$ cat config.mk
export PLATFORM = sky130hd
export DESIGN_NAME = timer
export DESIGN_NICKNAME = d
export VERILOG_FILES = /design/src/rtl/timer.sv
export SDC_FILE = /design/constraint.sdc
export NUM_CORES = 1
export LEC_CHECK = 0
export ABC_CLOCK_PERIOD_IN_PS = 5700
export CELL_PAD_IN_SITES_DETAIL_PLACEMENT = 1
export CELL_PAD_IN_SITES_GLOBAL_PLACEMENT = 1
export CORE_MARGIN = 10
export CORE_UTILIZATION = 41
export CTS_CLUSTER_SIZE = 28
export DETAILED_ROUTE_END_ITERATION = 12
export PLACE_DENSITY_LB_ADDON = 0.1
export SLEW_MARGIN = 0
export SYNTH_ARGS = -nofsm -noshare
export SYNTH_HDL_FRONTEND = slang
export SYNTH_SLANG_ARGS = --single-unit
export TNS_END_PERCENT = 50
$ cat constraint.sdc
create_clock -name clk -period 5.7 [get_ports clk]
set_input_delay 0.57 -clock clk [delete_from_list [all_inputs] [get_ports clk]]
set_output_delay 0.57 -clock clk [all_outputs]
set_load 0.01 [all_outputs]
$ cat src/rtl/timer.sv
// 8-bit memory-mapped timer/counter with prescaler, compare match and
// overflow detection; emits a one-cycle irq pulse per enabled event.
module timer #(
  parameter logic [7:0] TIMER_ADDRESS = 8'h10
) (
  input  logic       clk,
  input  logic       reset,
  input  logic [7:0] din,
  input  logic [7:0] address,
  input  logic       w_en,
  input  logic       r_en,
  output logic [7:0] dout,
  output logic       irq
);

  logic [6:0] ctrl;
  logic [7:0] cmp;
  logic [7:0] cnt;
  logic       ovf;
  logic       mat;
  logic [7:0] pcnt;

  logic       en;
  logic [2:0] psel;
  logic       com;
  logic       oie;
  logic       mie;

  assign en   = ctrl[0];
  assign psel = ctrl[3:1];
  assign com  = ctrl[4];
  assign oie  = ctrl[5];
  assign mie  = ctrl[6];

  logic [7:0] off;
  logic       hit;

  assign off = address - TIMER_ADDRESS;
  assign hit = (off[7:2] == 6'd0);

  logic wr_ctrl;
  logic wr_cmp;
  logic wr_cnt;
  logic wr_stat;

  assign wr_ctrl = w_en && hit && (off[1:0] == 2'd0);
  assign wr_cmp  = w_en && hit && (off[1:0] == 2'd1);
  assign wr_cnt  = w_en && hit && (off[1:0] == 2'd2);
  assign wr_stat = w_en && hit && (off[1:0] == 2'd3);

  // 2^PSEL - 1 without a wide shift
  logic [7:0] limit;
  logic       tick;
  logic       ev;

  assign limit = 8'h7f >> (3'd7 - psel);
  assign tick  = en && (pcnt == limit);
  assign ev    = tick && !wr_cnt;

  logic match;
  logic clr;
  logic wrap;

  assign match = (cnt == cmp);
  assign clr   = match && com;
  assign wrap  = (cnt == 8'hff) && !clr;

  logic [7:0] rdata;

  always_comb begin
    rdata = 8'h00;
    unique case (off[1:0])
      2'd0: rdata = {1'b0, ctrl};
      2'd1: rdata = cmp;
      2'd2: rdata = cnt;
      2'd3: rdata = {6'd0, mat, ovf};
      default: rdata = 8'h00;
    endcase
  end

  always_ff @(posedge clk) begin
    if (!reset) begin
      ctrl <= '0;
      cmp  <= '0;
      cnt  <= '0;
      ovf  <= 1'b0;
      mat  <= 1'b0;
      pcnt <= '0;
      dout <= '0;
      irq  <= 1'b0;
    end else begin
      if (wr_ctrl) ctrl <= din[6:0];
      if (wr_cmp)  cmp  <= din;

      if (wr_ctrl || wr_cnt || !en || tick)
        pcnt <= '0;
      else
        pcnt <= pcnt + 8'd1;

      if (wr_cnt)
        cnt <= din;
      else if (ev)
        cnt <= clr ? 8'h00 : cnt + 8'd1;

      // a same-cycle event beats write-1-to-clear
      if (ev && wrap)
        ovf <= 1'b1;
      else if (wr_stat && din[0])
        ovf <= 1'b0;

      if (ev && match)
        mat <= 1'b1;
      else if (wr_stat && din[1])
        mat <= 1'b0;

      irq  <= ev && ((match && mie) || (wrap && oie));
      dout <= (r_en && hit) ? rdata : 8'h00;
    end
  end

endmodule
==> results.py <==
metrics = {
    "outcome": {
        "outcome": "finished, final reports clean",
    },
    "logic_synthesis": {
        "synth-seq-area-share": 0.398,
        "ys_ff_latch": 42,
        "syn_avg_cell_area_um2": 8.53,
        "ys.flop_type": "dfxtp_1",
        "synthTopCellsByArea": "dfxtp_1 (40%), mux2i_1 (6.2%), nor2_1 (5.0%)",
        "synth_nets": 270,
        "syn_area_um2": 2110,
        "ys.warnings.count": 0,
        "yosys.area.top_type_share": 0.398,
        "syn_inst": 248,
        "synth_cell_type_count": 38,
        "synth_enable_flop_cells": 0,
        "yosys.area.top_type": "dfxtp_1",
        "async_flop_share": 0,
    },
    "floorplan": {
        "coreArea_um2": 5040,
        "fp.dieH_um": 91.8,
        "initial_utilization": 0.419,
        "die-area_um2": 8430,
        "die_w_um": 91.8,
        "num_rows": 26,
        "ios": 29,
    },
    "placed_design": {
        "place_congestion": 0.796,
        "placed_cell_area_um2": 2430,
        "dp_cells": 334,
        "io_buffers": 28,
        "place_ws_ps": 2900,
        "dp_hpwl_mm": 4.35,
    },
    "clocking": {
        "post-cts-setup-buffers": 0,
        "clkLatencyLatePin_ps": 300,
        "clk_pin_slew_ps": 80,
        "cts_made_buffers": 5,
        "cts_tree": "done",
        "cts_sinks": 42,
        "holdBufCountCts": 0,
        "cts_max_path_buffers": 2,
        "clock-root-buffer": "clkbuf_8",
        "cts.repair.resized": 0,
        "cts_max_level": 2,
    },
    "power": {
        "vdd_ir_drop_max_uv": 132,
        "total_power_mw": 0.610,
        "p_clk_frac": 0.468,
        "pwr-share-seq": 0.481,
        "netSwitchingPower_mw": 0.125,
        "p_sw_frac": 0.205,
        "leakage_nw": 0.845,
        "power.density_nw_per_um2": 238,
        "combPwrFrac": 0.050,
        "p_int_mw": 0.486,
    },
    "timing": {
        "finalSetupViolations": 0,
        "worst-slew-pin-transition_ps": 979,
        "hold_violations": 0,
        "fmax_mhz": 397,
        "rsz0062_at_grt": "no",
        "post-route-period-util": 0.442,
        "tns_ps": 0,
        "drv_slew": 0,
        "slew_headroom": 0.345,
        "finalCriticalPeriod_ps": 2520,
        "setup_ws_ps": 3180,
        "finClkSkew_ps": 10.6,
    },
    "drt": {
        "via_per_inst": 5.48,
        "wl_mm": 5.99,
        "route.detailed.drc": 0,
        "drt_iter0_drc": 98,
        "firstDrtPassIters": 4,
        "vias": 1874,
        "antenna_left": 0,
        "wl_per_cell_um": 17.5,
    },
    "critical_path": {
        "critPathKind": "reg -> reg",
        "critPathArrivalTime_ps": 2740,
        "worstSetupEndpointType": "flip-flop",
        "crit_required_ps": 5920,
        "crit_path_start_kind": "flip-flop",
        "worst-path-max-fanout": 11,
    },
    "hold_path": {
        "hp-class": "reg -> reg",
    },
    "cells_and_area": {
        "final_cell_mix": "dfxtp_1 (42), nor2_1 (28), clkdlybuf4s50_1 (28)",
        "syn_to_final_growth_pct": 21.5,
        "layout.nets": 293,
        "antenna_cells": 0,
        "final_layout_size_suffix_gt1_frac": 0.0478,
        "final_cell_area_um2": 2570,
        "fin_cells": 342,
        "final_common_cell": "dfxtp_1",
    },
    "global_route": {
        "grt_usage": 0.145,
        "grt_pass1_vias": 2027,
        "grt_first_pass_wirelength_mm": 10.0,
        "grt_overflow": 0,
        "antenna_found_initial": 0,
        "grt_max_degree": 30,
    },
    "run": {
        "drv_cap": 0,
    },
}
## synth_stat cells (5+ instances only)
cell type	count
nor2b_1	14
a21oi_1	7
xnor2_1	11
nand4b_1	6
o21ai_0	15
a31oi_1	7
and3_1	9
mux2i_1	13
clkbuf_1	8
a21boi_0	8
nand2_1	27
dfxtp_1	42
nand4_1	5
nand3_1	9
xor2_1	6
nor2_1	28
## worst paths after layout
path                            startpoint  cells after the start      end  slack [ps]
worst max register to register     ctrl[3]                      6   cnt[7]        3180
worst min-delay path               pcnt[0]                      1  pcnt[0]         490
worst min register to register     pcnt[0]                      1  pcnt[0]         490
worst max-delay path               ctrl[3]                      6   cnt[7]        3180
## per-stage QoR
step	hold WS (ps)	util
after floorplan	438	-
after global placement	471	0.482
after detailed placement	473	0.482
after CTS	498	0.509
after global routing	525	0.509
final	495	0.509
## power by group through the flow
stage	logic (mW)	registers, mW	clock network (mW)
detailed placement	0.0308	0.301	0
finish	0.0307	0.294	0.286
global placement	0.0305	0.301	0
CTS	0.0308	0.294	0.290
global route	0.0327	0.294	0.302
floorplan	0.0115	0.301	0
## final cells by class
cell class	instances	area [um2]
Clock buffer	5	68.8
Multi-Input combinational cell	191	1210
Sequential cell	42	841
Fill cell	599	2470
Clock inverter	3	68.8
Inverter	2	7.51
Tap cell	70	87.6
Timing Repair Buffer	29	288
## kinds of logic (layout without fill, tap and decap cells)
group                      count (synthesis)  count (layout)  synth area share
and+or+nand+nor                          113             113             0.277
AOI/OAI and AO/OA                         44              44             0.129
DFF                                       42              42             0.398
xor gates and xnor gates                  17              17            0.0704
muxes                                     15              15            0.0828
buffers and inverters                     15              39            0.0314
adders and majority gates                  2               2            0.0118
## worst max-delay path, stage by stage, from the launching register on
cell     delay (ps)
dfxtp_1         600
xor2_1          130
nor3b_1         290
nand3_1         180
or3_1           540
or4_1           540
a31oi_1         160
## state kept, by name, summed over array words and instances, names as in the netlist
name and flops:
pcnt 8, cnt 8, ovf 1, dout 8, mat 1, cmp 8
irq 1, ctrl 7
## routing by layer
metal  share of wire  global-route usage  wire (um)
met5               0                   0          0
met3           0.029              0.0277        172
met4          0.0073              0.0347         44
met1            0.44               0.167       2650
met2            0.52               0.268       3130
(Power assumes the default switching activity.)
